**src/rtl/intpol2_pkg.sv**
```systemverilog
// Shared types and helpers for the quadratic interpolator output path.
package intpol2_pkg;

    localparam int unsigned DefDatapathWidth = 12;

    typedef struct packed {
        logic signed [DefDatapathWidth-1:0] i;
        logic signed [DefDatapathWidth-1:0] q;
    } iq_sample_t;

    localparam iq_sample_t IqSampleRst = '{i: '0, q: '0};

    function automatic int unsigned clog2(input int unsigned value);
        int unsigned result;
        result = 0;
        if (value > 1) begin
            for (int unsigned v = value - 1; v > 0; v = v >> 1) begin
                result++;
            end
        end
        return result;
    endfunction

endpackage

```
**src/rtl/intpol2_iq_ram.sv**
```systemverilog
// Simple dual-port {I,Q} sample array; combinational read port when INTPOL2_FIFO_FWFT_EN is
// defined, registered (read-enable gated, clearable) read port otherwise.
module intpol2_iq_ram
    import intpol2_pkg::*;
#(
    parameter int unsigned       Width  = 2 * DefDatapathWidth,
    parameter int unsigned       Depth  = 16,
    parameter int unsigned       AddrW  = clog2(Depth),
    parameter logic [Width-1:0]  RstVal = '0
) (
    input  logic             clk_i,
    input  logic             rst_ni,
    input  logic             clear_i,
    input  logic             we_i,
    input  logic [AddrW-1:0] waddr_i,
    input  logic [Width-1:0] wdata_i,
    input  logic             re_i,
    input  logic [AddrW-1:0] raddr_i,
    output logic [Width-1:0] rdata_o
);

    logic [Width-1:0] mem_q [Depth];

    always_ff @(posedge clk_i) begin
        if (we_i) begin
            mem_q[waddr_i] <= wdata_i;
        end
    end

`ifdef INTPOL2_FIFO_FWFT_EN
    assign rdata_o = mem_q[raddr_i];

    logic unused_ctrl;
    assign unused_ctrl = ^{rst_ni, clear_i, re_i};
`else
    logic [Width-1:0] rdata_q, rdata_d;

    always_comb begin
        rdata_d = rdata_q;
        if (clear_i) begin
            rdata_d = RstVal;
        end else if (re_i) begin
            rdata_d = mem_q[raddr_i];
        end
    end

    always_ff @(posedge clk_i or negedge rst_ni) begin
        if (!rst_ni) begin
            rdata_q <= RstVal;
        end else begin
            rdata_q <= rdata_d;
        end
    end

    assign rdata_o = rdata_q;
`endif

endmodule

```
**src/rtl/intpol2_iq_out_fifo.sv**
```systemverilog
// I/Q output FIFO behind the interpolator core; afull feeds the core stall input.
// Define INTPOL2_FIFO_FWFT_EN for first-word fall-through reads, otherwise dout is registered.
module intpol2_iq_out_fifo
    import intpol2_pkg::*;
#(
    parameter int unsigned DATAPATH_WIDTH = DefDatapathWidth,
    parameter int unsigned DEPTH_LOG2     = 4,
    parameter int unsigned AFULL_MARGIN   = 4
) (
    input  logic                      clk,
    input  logic                      rstn,
    input  logic                      clear,
    input  logic                      wr_en,
    input  logic [DATAPATH_WIDTH-1:0] din_i,
    input  logic [DATAPATH_WIDTH-1:0] din_q,
    input  logic                      rd_en,
    output logic [DATAPATH_WIDTH-1:0] dout_i,
    output logic [DATAPATH_WIDTH-1:0] dout_q,
    output logic                      empty,
    output logic                      full,
    output logic                      afull,
    output logic [DEPTH_LOG2:0]       level,
    output logic                      overflow,
    output logic                      underflow
);

    localparam int unsigned Depth = 1 << DEPTH_LOG2;
    localparam int unsigned Width = 2 * DATAPATH_WIDTH;
    localparam logic [DEPTH_LOG2:0] LevelFull  = (DEPTH_LOG2 + 1)'(Depth);
    localparam logic [DEPTH_LOG2:0] LevelAfull = (DEPTH_LOG2 + 1)'(Depth - AFULL_MARGIN);
    localparam logic [Width-1:0]    SampleRst  = Width'(IqSampleRst);

    logic [DEPTH_LOG2-1:0] wr_ptr_q, wr_ptr_d, rd_ptr_q, rd_ptr_d;
    logic [DEPTH_LOG2:0]   level_q, level_d;
    logic                  empty_q, empty_d, full_q, full_d, afull_q, afull_d;
    logic                  ovf_q, ovf_d, udf_q, udf_d;
    logic                  push, pop;
    logic [Width-1:0]      rdata, dout_word;

    always_comb begin
        push     = wr_en && !full_q;
        pop      = rd_en && !empty_q;
        wr_ptr_d = wr_ptr_q;
        rd_ptr_d = rd_ptr_q;
        level_d  = level_q;
        ovf_d    = ovf_q;
        udf_d    = udf_q;
        if (clear) begin
            wr_ptr_d = '0;
            rd_ptr_d = '0;
            level_d  = '0;
            ovf_d    = 1'b0;
            udf_d    = 1'b0;
        end else begin
            if (push) wr_ptr_d = wr_ptr_q + DEPTH_LOG2'(1);
            if (pop)  rd_ptr_d = rd_ptr_q + DEPTH_LOG2'(1);
            case ({push, pop})
                2'b10:   level_d = level_q + (DEPTH_LOG2 + 1)'(1);
                2'b01:   level_d = level_q - (DEPTH_LOG2 + 1)'(1);
                default: level_d = level_q;
            endcase
            if (wr_en && full_q)  ovf_d = 1'b1;
            if (rd_en && empty_q) udf_d = 1'b1;
        end
        // Status flags come from the next-state level so they are registered, not decoded.
        empty_d = (level_d == '0);
        full_d  = (level_d == LevelFull);
        afull_d = (level_d >= LevelAfull);
    end

    always_ff @(posedge clk or negedge rstn) begin
        if (!rstn) begin
            wr_ptr_q <= '0;
            rd_ptr_q <= '0;
            level_q  <= '0;
            empty_q  <= 1'b1;
            full_q   <= 1'b0;
            afull_q  <= 1'b0;
            ovf_q    <= 1'b0;
            udf_q    <= 1'b0;
        end else begin
            wr_ptr_q <= wr_ptr_d;
            rd_ptr_q <= rd_ptr_d;
            level_q  <= level_d;
            empty_q  <= empty_d;
            full_q   <= full_d;
            afull_q  <= afull_d;
            ovf_q    <= ovf_d;
            udf_q    <= udf_d;
        end
    end

    intpol2_iq_ram #(
        .Width  (Width),
        .Depth  (Depth),
        .AddrW  (DEPTH_LOG2),
        .RstVal (SampleRst)
    ) u_ram (
        .clk_i   (clk),
        .rst_ni  (rstn),
        .clear_i (clear),
        .we_i    (push && !clear),
        .waddr_i (wr_ptr_q),
        .wdata_i ({din_i, din_q}),
        .re_i    (pop),
        .raddr_i (rd_ptr_q),
        .rdata_o (rdata)
    );

`ifdef INTPOL2_FIFO_FWFT_EN
    // Array is not reset, so mask the head while empty to keep the reset value visible.
    assign dout_word = empty_q ? SampleRst : rdata;
`else
    assign dout_word = rdata;
`endif

    assign dout_i    = dout_word[Width-1 -: DATAPATH_WIDTH];
    assign dout_q    = dout_word[DATAPATH_WIDTH-1:0];
    assign empty     = empty_q;
    assign full      = full_q;
    assign afull     = afull_q;
    assign level     = level_q;
    assign overflow  = ovf_q;
    assign underflow = udf_q;

endmodule

```
**config.mk**
```make
export PLATFORM = sky130hd
export DESIGN_NAME = intpol2_iq_out_fifo
export DESIGN_NICKNAME = d
export VERILOG_FILES = /design/src/rtl/intpol2_pkg.sv /design/src/rtl/intpol2_iq_ram.sv /design/src/rtl/intpol2_iq_out_fifo.sv
export SDC_FILE = /design/constraint.sdc
export NUM_CORES = 1
export LEC_CHECK = 0
export ABC_AREA = 1
export BUFFER_PORTS_ARGS = -buffer_cell sky130_fd_sc_hd__buf_2
export CORE_AREA = 2 2 233 235
export CTS_CLUSTER_DIAMETER = 60
export DETAILED_ROUTE_END_ITERATION = 8
export DIE_AREA = 0 0 235 237
export GPL_TIMING_DRIVEN = 0
export PLACE_DENSITY_LB_ADDON = 0.3
export SETUP_SLACK_MARGIN = 0.15
export SYNTH_ARGS = -nofsm -noshare
export SYNTH_HDL_FRONTEND = slang
export SYNTH_HIERARCHICAL = 1
export SYNTH_SLANG_ARGS = --single-unit
```
**constraint.sdc**
```tcl
create_clock -name clk -period 3.6 [get_ports clk]
set_clock_uncertainty 0.05 [all_clocks]
set_input_delay 0.18 -clock clk [delete_from_list [all_inputs] [get_ports clk]]
set_output_delay 0.18 -clock clk [all_outputs]
set_load 0.02 [all_outputs]
```
== Word level (Yosys, flattened, before mapping) ==
Memory sizes are Yosys's and may differ from the RTL's.
Index checks and enable logic that the tools add are counted.

* Add/sub/neg operators: 4
* $mul: 0
* Div/mod/pow operators: 0
* Magnitude comparators: 1
* Eq/ne operators: 3
* Shifts and indexed selects: 0
* Mux-type cells: 14
* Bitwise logic cells: 0
* Reductions and logical operators: 13

{| class="wikitable"
|+ Operator list
! cell !! count
|-
| 24-bit two-way mux || 2
|-
| 4-bit two-way mux || 4
|-
| 5-bit case mux with 2 select lines || 1
|-
| 4-bit by 1-bit adder with 4-bit output, second input constant || 2
|-
| 2-bit nonzero test || 4
|-
| 1-bit two-way mux || 6
|-
| 5-bit by 1-bit adder with 5-bit output, second input constant || 1
|-
| 5-bit equality test, second input constant || 1
|-
| 5-bit by 4-bit greater-or-equal comparator with 1-bit output, second input constant || 1
|-
| 1-bit logical AND || 5
|-
| 5-bit logical NOT || 1
|-
| 5-bit two-way mux || 1
|-
| 5-bit by 1-bit subtractor with 5-bit output, second input constant || 1
|-
| 1-bit logical NOT || 3
|-
| 2-bit by 1-bit equality test with 1-bit output, second input constant || 1
|-
| 2-bit equality test, second input constant || 1
|}

* Flip-flop bits (word level): 42
* Bits in latches: 0
* Memory bits (writable): 384
* Memory bits (read-only): 0
* Bits of input ports: 29
* Output and inout bits: 34
* Word-level logic and storage cells: 45
* Memories: 1

{| class="wikitable"
|+ Memories
! name !! words !! width !! rd ports !! clocked after Yosys merged registers in !! write ports !! line !! text
|-
| u_ram.mem_q || 16 || 24 || 1 || 0 || 1 || intpol2_iq_ram.sv:22 || <nowiki>logic [Width-1:0] mem_q [Depth];</nowiki>
|}

== Logic depth before layout (Yosys ltp) ==
Gate-level depths: netlist (run 1).

* Word-level depth: 6
* Mapped depth: 15
* Depth with buffers taken out: 15

== Modules after synthesis ==
The synthesis (run 1) kept the hierarchy.

{| class="wikitable"
|+ Modules (own cells, without submodules)
! module !! instances !! cells an instance !! area each (µm²) !! sequential area each (µm²)
|-
| intpol2_iq_ram || 1 || 1,675 || 17,350.4 || 12,131.6
|-
| intpol2_iq_out_fifo || 1 || 122 || 1,031.0 || 451.7
|}

== Worst setup path after synthesis (run 1) ==
OpenSTA, ideal clock, no wires.

* Path type: register -> register
* Start: register full_q, in the netlist full
* End: memory u_ram/mem_q[12][0] in the netlist's numbering, enable pin
* Setup time: 0.405 ns
* Data arrival time: 2.089 ns
* Required time: 3.145 ns
* Slack: 1.056 ns
* Cell stages (with the launch flop): 6
* Buffers on the path: 0
* Clock period less this slack: 2.544 ns
* Cell sequence: dfrtp_1 > inv_1 > nand2_2 > nor2_1 > nand3_1 > nor2_1

* Longest elaborated chain between the ends: 5

{| class="wikitable"
|+ Ends and longest elaborated chain
! what !! line !! text
|-
| start: declaration || intpol2_iq_out_fifo.sv:35 || <nowiki>logic empty_q, empty_d, full_q, full_d, afull_q, afull_d;</nowiki>
|-
| start signal: assignment || intpol2_iq_out_fifo.sv:86 || <nowiki>full_q <= full_d;</nowiki>
|-
| 1-bit logical NOT || intpol2_iq_out_fifo.sv:41 || <nowiki>push = wr_en && !full_q;</nowiki>
|-
| 1-bit logical AND || intpol2_iq_out_fifo.sv:41 ||
|-
| 1-bit logical AND || intpol2_iq_out_fifo.sv:102 || <nowiki>.we_i (push && !clear),</nowiki>
|-
| 1-bit two-way mux || intpol2_iq_ram.sv:25 || <nowiki>if (we_i) begin</nowiki>
|-
| 1-bit two-way mux (not written as such) || intpol2_iq_ram.sv:26 || <nowiki>mem_q[waddr_i] <= wdata_i;</nowiki>
|-
| end: declaration || intpol2_iq_ram.sv:22 ||
|}

Every way passes these cells.

== Worst setup path in the final report (run 1) ==
* Start: register full_q, in the netlist full
* End: memory u_ram/mem_q[5][14] in the netlist's numbering, enable pin

The elaborated chain is that of the path after synthesis.

==> run_results.csv, run 1 <==
group,metric,value,unit
critical_path,cp-end-kind,"flop",
pwr,p_total,12900,uW
yosys,netlist_area,18400,um2
sta,finalSetupViolations,0,
hold_path,hold_path.class,"in2async",
sta,timing.final.crit_share,0.742,
critical_path,cp_cell_sequence,"inv_1 > nand2_2 > nor2_1 > nand3b_1 > nor2_4",
finish,antenna_cells,0,
clocking,clk_path_buf_depth,3,
sta,hold_viol,0,
yosys,avgSynthCellArea,10.2,um2
sta,finalHoldWorstSlack,145,ps
routing,drt_iter0_drc,990,
critical_path,cp_data_arrival_time,2830,ps
clocking,root_buffer,"clkbuf_16",
yosys,yosys_warnings,6,
pwr,power_density,589,nW/um2
floorplan,core,53300,um2
clocking,cts_buffers,47,
floorplan,die_w,235,um
yosys,yosysSeqAreaShare,0.685,
placement,io_buffers,62,
floorplan,initial_core_util,0.345,
routing,drc,0,
routing,wl_per_cell,18.8,um
global_routing,antenna_found_initial,0,
clocking,clock_latency,580,ps
pwr,power_leakage,0.00943,uW
sta,rsz0062_at_grt,"false",
global_routing,grt_pass1_wl,75700,um
floorplan,dieArea,55700,um2
routing,dr_total_vias,12767,
yosys,synth_fp_nets,1830,
routing,totalWireLength,50500,um
critical_path,startpoint_type,"flop",
sta,slew_viol_final,0,
critical_path,slowest_delay,890,ps
sta,slew_headroom,0.323,
global_routing,grt_usage,0.182,
routing,vias_per_cell,4.76,
clocking,cts_tree,"yes",
global_routing,grt_pass1_vias,12582,
routing,antenna_left,0,
yosys,yosys-top-cells-area,"edfxtp_1, nand2_1, nand3_1",
critical_path,critPathMaxFanout,24,
critical_path,critPathRequiredTime,3750,ps
yosys,ys_types,29,
sta,fmax,374,MHz
floorplan,rows,85,
yosys,yosysTopAreaCell,"edfxtp_1",
run,cap_violations,0,
critical_path,slowest_stage,"nor2_4",
routing,firstDrtPassIters,6,
yosys,synthCells,1797,
yosys,yosysTopAreaCellShare,0.627,
clocking,path_clk_slew,60,ps
placement,dp_hpwl,32600,um
finish,final_nets,1979,
global_routing,grt_overflow,0,
clocking,clock_sinks,426,
outcome,outcome,"finished clean",
finish,drive_gt1_frac,0.124,
sta,min_period,2670,ps
critical_path,path_class,"reg2reg",
placement,place_congestion,0.787,
yosys,ys_seq_elements,426,
sta,tightest_slew,1010,ps
global_routing,grt_max_degree,43,
clocking,cts_setup_buffers,0,
floorplan,ios,63,
clocking,cts-htree-levels,2,
pwr,vdd_ir_drop_max,0.356,mV
floorplan,die_h,237,um
finish,area_delta_synth_final,18.6,%
[synthesized netlist by cell type (all sizes together)]
library cell and n:
nand4 2, xor2 1, a21oi 9, dfstp 1
or2 1, nand3 301, ha 4, nand3b 2
nor3 2, clkbuf 16, nand2 610, inv 312
o21ai 8, nor2 34, a31oi 1, edfxtp 384
buf 67, dfrtp 41, o31ai 1
[stage by stage]
stage                     area [um2]  std cells  worst slack (ps)   util  TNS, ps
after floorplan                18400       1797              1060      -        0
after global placement         19600       2555              -224  0.367   -34180
after detailed placement       19900       2563               937  0.373        0
after CTS                      21800       2681               933  0.409        0
after global routing           21800       2681               857  0.409        0
final                          21800       2681               928  0.409        0
[per-layer routing]
layer / wire [um] / track usage / vias up
met4: 1600 / 0.0629 / 0
met3: 3420 / 0.0290 / 94
met5: 0 / 0 / -
li1: - / - / 6098
met2: 24200 / 0.307 / 430
met1: 21300 / 0.238 / 6145
[cells by family after synthesis]
group           synth area share
fa+ha+maj                0.00272
simple gates               0.220
buf+inv                   0.0860
xor+xnor                0.000885
compound gates           0.00599
flops                      0.685
[what timing repair did]
action | 4_1_cts | 5_1_grt
hold buffers | 30 | 0
resized for setup | 0 | 0
hold endpoints to repair | 436 | 0
[flip-flops by register name (all words and copies together), names as in the netlist]
register and count:
level 5, overflow 1, u_ram/mem_q 384, full 1
underflow 1, wr_ptr_q 4, afull 1, rd_ptr_q 4
empty 1, u_ram/rdata_o 24
[critical path: cells and delay by family (launching register included)]
family / cells / cell delay (ps)
simple gates: 4 / 1780
flops: 1 / 380
buf+inv: 1 / 70
[cells in the final DEF, fill, tap and decap left out, types with 5 or more instances in the layout]
cell type and instances:
dfrtp_1 41, clkinv_1 8, clkbuf_16 48, nand2_1 600, nand3_1 297, buf_2 106
inv_2 7, edfxtp_1 384, nor2_4 16, buf_1 11, clkbuf_1 21, inv_1 305
dlygate4sd3_1 30, bufinv_16 7, nand2_2 9, buf_16 6, a21oi_1 8, buf_4 12
clkinv_2 10, nor2_1 14, o21ai_0 5
[worst paths after layout]
path | from | to | slack (ps) | cells after the start
min in group clk | rd_ptr_q[3] | rd_ptr_q[3] | 420 | 1
max in group asynchronous | rstn | u_ram/rdata_o[8] | 2890 | 2
setup / recovery | full | u_ram/mem_q[5][14] | 930 | 5
hold / removal | rstn | u_ram/rdata_o[22] | 140 | 2
setup reg to reg | full | u_ram/mem_q[5][14] | 930 | 5
hold reg to reg | rd_ptr_q[3] | rd_ptr_q[3] | 420 | 1
[final cells by class]
type | count | area (um2)
Buffer | 83 | 409
Clock buffer | 55 | 1250
Clock inverter | 33 | 364
Fill cell | 5110 | 31500
Inverter | 312 | 1170
Multi-Input combinational cell | 976 | 4340
Sequential cell | 426 | 12600
Tap cell | 696 | 871
Timing Repair Buffer | 100 | 818
[power breakdown]
part	total [uW]	internal, uW	switching [uW]
clock network	4990	2990	1990
registers	5670	5570	98.8
logic	2200	642	1560
total	12900	9200	3650
No activity file was read; power rests on OpenSTA's default activity.
==> inputs of run 2 (changes only) <==
- ABC_AREA: 1 -> 0
- CORE_AREA: 2 2 233 235 -> 2 2 223 225
- DIE_AREA: 0 0 235 237 -> 0 0 225 227
- clock period: 3.6 -> 2.35 ns (I/O delays scaled with it)
==> run 2 against run 1 <==
The run now ends with setup timing left. Fmax up 14%. Die area fell by 8.3%. Sequential power up 51%. Critical path depth grew 4. Routed wire length fell by 18%. Flip-flop and latch count stayed put. Combinational power up 32%. Sequential share of layout area grew 3.4 points. Cell count shrank 32%. Clock power is 36% higher. Synthesized cell count fell by 45%. Critical path type unchanged. Largest power group unchanged.
==> run_results.csv, run 2 <==
group,metric,value,unit
yosys,avgSynthCellArea,16.9,um2
routing,antenna_left,0,
yosys,synth-edff-count,384,
yosys,ys_seq_elements,426,
floorplan,dieArea,51100,um2
finish,largest_reg_flops,384,
sta,slew_viol_final,0,
finish,area_delta_synth_final,22.6,%
routing,wl_per_cell,22.6,um
critical_path,cp_data_arrival_time,2740,ps
pwr,vdd_ir_drop_max,0.506,mV
sta,slew_headroom,0.192,
pwr,power_density,889,nW/um2
clocking,clk_path_buf_depth,3,
yosys,yosys-top-cells-area,"edfxtp_1, mux2i_1, dfrtp_1",
critical_path,cp-end-kind,"flop",
yosys,synthFlopType,"edfxtp_1",
clocking,cts_tree,"yes",
sta,fmax,425,MHz
hold_path,whs_path_depth,5,
yosys,yosysSeqAreaShare,0.749,
global_routing,grt_pass1_wl,58900,um
sta,finalHoldWorstSlack,37.5,ps
sta,min_period,2350,ps
yosys,synthCells,992,
critical_path,critPathMaxFanout,4,
clocking,root_buffer,"clkbuf_16",
sta,tightest_slew,1210,ps
run,cap_violations,0,
pwr,power_leakage,0.00698,uW
hold_path,hold_path.class,"in2reg",
critical_path,crit_path_start,"empty",
yosys,synth_fp_nets,1025,
global_routing,grt_usage,0.157,
routing,drc,0,
hold_path,hold_path.startpoint,"wr_en",
routing,totalWireLength,41400,um
routing,drt_iter0_drc,712,
floorplan,rows,81,
global_routing,grt_overflow,0,
finish,seqCellArea,12600,um2
finish,top_register,"u_ram/mem_q",
yosys,yosysTopAreaCellShare,0.686,
yosys,yosys_warnings,6,
critical_path,r2r_cells,9,
pwr,p_total,18300,uW
yosys,ys_types,44,
hold_path,hold-path-endpoint,"wr_ptr_q[1]",
global_routing,antenna_found_initial,0,
yosys,netlist_area,16800,um2
finish,antenna_cells,0,
critical_path,critPathRequiredTime,2740,ps
sta,hold_viol,0,
placement,place_congestion,0.773,
placement,dp_hpwl,24500,um
global_routing,grt_max_degree,43,
finish,final_nets,1210,
yosys,ys_top_cells_by_count,"edfxtp_1, mux2i_1, nand3_1",
critical_path,r2r_start,"empty",
finish,nFillCells,4255,
global_routing,grt_pass1_vias,9183,
sta,finalSetupViolations,1,
outcome,violations,"setup timing",
floorplan,ios,63,
floorplan,die_w,225,um
placement,placed_cells,1686,
routing,firstDrtPassIters,5,
clocking,clock_sinks,426,
finish,final_common_cell,"edfxtp_1",
clocking,clock_latency,550,ps
yosys,async_flop_share,0.0986,
finish,fin_util,0.424,
routing,vias_per_cell,5.08,
finish,drive_gt1_frac,0.217,
sta,timing.final.crit_share,1.00,
clocking,path_clk_slew,60,ps
floorplan,die_h,227,um
clocking,cts-htree-levels,2,
critical_path,startpoint_type,"flop",
placement,io_buffers,62,
sta,worst_slack,-3.26,ps
critical_path,rrSetupSlack,-3,ps
sta,rsz0062_at_grt,"true",
floorplan,core,48500,um2
yosys,yosysTopAreaCell,"edfxtp_1",
placement,place_worst_setup_slack,-420,ps
critical_path,path_class,"reg2reg",
critical_path,reg2reg_to,"afull",
finish,multi_input_area,4080,um2
clocking,cts_buffers,43,
yosys,yosysMostFrequentCell,"edfxtp_1",
floorplan,initial_core_util,0.346,
finish,stdcell_count,1833,
outcome,outcome,"finished, violations left",
finish,mostFrequentLayoutCells,"edfxtp_1, mux2i_1, nand3_1, a22oi_1, buf_2",
routing,dr_total_vias,9319,
## run 2: cell count changes after synthesis, sizes merged, moves of 22 or more
cell	delta
a22oi	+72
inv	-308
buf	-33
nand2	-554
nand3	-226
mux2i	+194
a21oi	+22
## run 2: critical path, stage by stage, from the launching register on
cell	delay, ps
dfstp_2	540
nor2b_2	60
buf_6	130
ha_2	270
buf_6	120
or4_4	520
o311ai_4	90
nor2_4	80
xnor2_2	160
a22o_2	220
## run 2: power breakdown
| group | internal, uW | switching, uW |
|---|---|---|
| Sequential | 8440 | 150 |
| Clock | 4030 | 2780 |
| Combinational | 1230 | 1680 |
| Total | 13700 | 4610 |
## run 2: logic make-up after synthesis
family                   synth area share
flip-flops                          0.749
AND/OR/NAND/NOR                    0.0535
adder cells (fa/ha/maj)           0.00298
buffers and inverters              0.0269
multiplexers                        0.116
AO/OA/AOI/OAI                      0.0459
XOR/XNOR                          0.00626
## run 2: worst max path at each step
stage | end | slack (ps) | cells after the start
2_1_floorplan | u_ram/mem_q[0][0] | -60 | 5
3_3_place_gp | u_ram/mem_q[0][14] | -830 | 6
3_5_place_dp | u_ram/mem_q[0][14] | -420 | 7
4_1_cts | u_ram/mem_q[1][15] | -160 | 5
5_1_grt | full | -80 | 11
6_report | afull | -3 | 9
## run 2: repair_timing
action	in CTS	in global routing
resized for setup	12	23
setup endpoints to repair	293	191
pin swaps	13	18
cloned	0	6
endpoints found under the hold margin	435	0
hold buffers	31	0
buffers inserted	16	15
## run 2: final cells by class
| cell class | instances | area share |
|---|---|---|
| clock inverters | 24 | 0.0106 |
| repair buffers | 134 | 0.0623 |
| well taps | 622 | 0.0378 |
| clock buffers | 55 | 0.0580 |
| flip-flops and latches | 426 | 0.611 |
| inverters | 4 | 0.000850 |
| plain buffers | 52 | 0.0214 |
| multi-input cells | 516 | 0.198 |
## run 2: layer usage
metal	vias to the layer above	wire, um	GRT usage	part of all wire
met2	241	20600	0.272	0.50
met1	4773	17800	0.208	0.43
met4	0	898	0.0421	0.022
li1	4247	-	-	-
met5	-	0	0	0
met3	58	2100	0.0244	0.051
## run 2: per-stage QoR
| stage | TNS [ps] | cell area, um2 |
|---|---|---|
| 4_1_cts | -16400 | 20200 |
| 3_5_place_dp | -63940 | 18300 |
| 2_1_floorplan | -1390 | 16900 |
| 5_1_grt | -187 | 20600 |
| 6_report | -3.26 | 20600 |
| 3_3_place_gp | -221780 | 18000 |
==> inputs of run 3 (changes only) <==
- CORE_AREA: 2 2 223 225 -> 2 2 158 315
- DIE_AREA: 0 0 225 227 -> 0 0 160 317
==> run 3 against run 2 <==
The run still ends with setup timing left. Fmax fell by 1.6%. Flip-flop and latch count did not move. Sequential power about the same. Combinational power rose by 2%. Critical path type unchanged. Largest power group unchanged. Highest routed layer unchanged.
==> run_results.csv, run 3 (synthesized netlist as in run 2, its figures left out) <==
group,metric,value,unit
finish,drive_gt1_frac,0.216,
sta,slew_viol_final,0,
critical_path,path_depth,9,
hold_path,whs_path_depth,4,
floorplan,rows,114,
clocking,cts_buffers,37,
routing,totalWireLength,44000,um
finish,area_delta_synth_final,22.1,%
pwr,power_leakage,0.00695,uW
routing,firstDrtPassIters,5,
finish,nFillCells,4443,
pwr,vdd_ir_drop_max,0.653,mV
sta,fmax,418,MHz
clocking,cts-htree-levels,2,
critical_path,r2r_cells,9,
finish,mostFrequentLayoutCells,"edfxtp_1, mux2i_1, nand3_1, a22oi_1, buf_2",
finish,largest_reg_flops,384,
critical_path,critPathRequiredTime,2710,ps
placement,dp_hpwl,28600,um
hold_path,hold_path.class,"in2reg",
global_routing,grt_pass1_wl,62300,um
floorplan,die_h,317,um
critical_path,critPathMaxFanout,7,
placement,io_buffers,62,
critical_path,r2r_start,"empty",
finish,antenna_cells,0,
critical_path,slowest_stage,"dfstp_2",
routing,drc,0,
clocking,clk_path_buf_depth,3,
sta,finalSetupViolations,2,
hold_path,hold_path.startpoint,"clear",
critical_path,rrSetupSlack,-40,ps
global_routing,grt_usage,0.168,
global_routing,grt_max_degree,43,
global_routing,antenna_found_initial,0,
global_routing,grt_pass1_vias,9673,
critical_path,path_class,"reg2reg",
critical_path,startpoint_type,"flop",
routing,dr_total_vias,9350,
outcome,outcome,"finished, violations left",
floorplan,core,48200,um2
routing,vias_per_cell,5.07,
sta,timing.final.crit_share,1.02,
pwr,power_density,879,nW/um2
pwr,p_total,18000,uW
outcome,violations,"setup timing",
finish,final_common_cell,"edfxtp_1",
floorplan,ios,63,
sta,tightest_slew,803,ps
finish,multi_input_area,4060,um2
floorplan,initial_core_util,0.349,
sta,hold_viol,0,
placement,place_congestion,0.765,
placement,placed_cells,1705,
sta,slew_headroom,0.464,
floorplan,die_w,160,um
sta,tns,-61.1,ps
routing,wl_per_cell,23.8,um
clocking,root_buffer,"clkbuf_16",
finish,top_register,"u_ram/mem_q",
finish,final_nets,1212,
clocking,cts_tree,"yes",
critical_path,crit_top_cell,"buf_6",
sta,rsz0062_at_grt,"true",
floorplan,dieArea,50700,um2
hold_path,hold-path-endpoint,"u_ram/rdata_o[23]",
critical_path,reg2reg_to,"afull",
sta,min_period,2390,ps
clocking,path_clk_slew,60,ps
global_routing,grt_overflow,0,
critical_path,cp_data_arrival_time,2750,ps
critical_path,cp-end-kind,"flop",
clocking,clock_sinks,426,
critical_path,slowest_delay,550,ps
critical_path,crit_buf_inv,2,
run,cap_violations,0,
finish,fin_util,0.425,
finish,seqCellArea,12600,um2
routing,antenna_left,0,
clocking,clock_latency,530,ps
finish,stdcell_count,1846,
critical_path,cp_top_family,"simple AND/OR/NAND/NOR gates",
sta,worst_slack,-41.0,ps
critical_path,cp_cell_sequence,"nor2b_2 > buf_6 > ha_4 > buf_6 > or4_4 > o311ai_4 > nor2_4 > xnor2_2 > a22o_2",
routing,drt_iter0_drc,554,
## run 3: cell count changes in the layout (fill, tap and decap cells not counted), moves of 2 or more
cell	previous run	this run
clkbuf_16	45	39
clkbuf_8	3	6
clkinv_1	6	2
nor2_4	20	18
clkinv_2	12	3
buf_4	18	33
buf_12	26	20
## run 3: worst max path at each step
stage                           to   from
6_report                     afull  empty
5_1_grt                      afull  empty
4_1_cts         u_ram/mem_q[3][11]   full
3_5_place_dp   u_ram/mem_q[12][16]  clear
3_3_place_gp   u_ram/mem_q[13][14]  clear
2_1_floorplan    u_ram/mem_q[0][0]   full
## run 3: worst min-delay path: stages
cell,delay [ps]
buf_2,130
nor2_1,150
nand2_1,100
nand3_1,60
## run 3: stage by stage
stage	instance area (um2)	hold slack, ps	setup WS, ps
after global placement	18000	332	-839
after CTS	20100	16.1	-182
after floorplan	16900	-228	-55.5
final	20500	23.4	-41.0
after detailed placement	18400	353	-408
after global routing	20500	71.0	-114
## run 3: final cells by class
cell class	count	share of cell area
Buffer	52	0.0219
Clock buffer	55	0.0534
Clock inverter	13	0.00964
Inverter	4	0.000854
Multi-Input combinational cell	514	0.198
Sequential cell	426	0.614
Tap cell	638	0.0389
Timing Repair Buffer	144	0.0640
## run 3: power by group
| part | switching [uW] | internal (uW) |
|---|---|---|
| Sequential | 151 | 8440 |
| Clock | 2670 | 3800 |
| Combinational | 1710 | 1250 |
| Total | 4530 | 13500 |
## run 3: timing repair
action	in CTS	in global routing
hold buffers	31	0
gates resized for setup	8	28
gates cloned	1	3
pin swaps	12	17
buffers inserted	14	24
hold endpoints to repair	436	0
setup endpoints to repair	334	243
## run 3: per-layer routing
layer  GRT usage  share of wire  wire (um)
met5           0              0          0
met4      0.0682          0.038       1670
met3      0.0149          0.024       1050
met2       0.352           0.59      26100
met1       0.166           0.34      15200
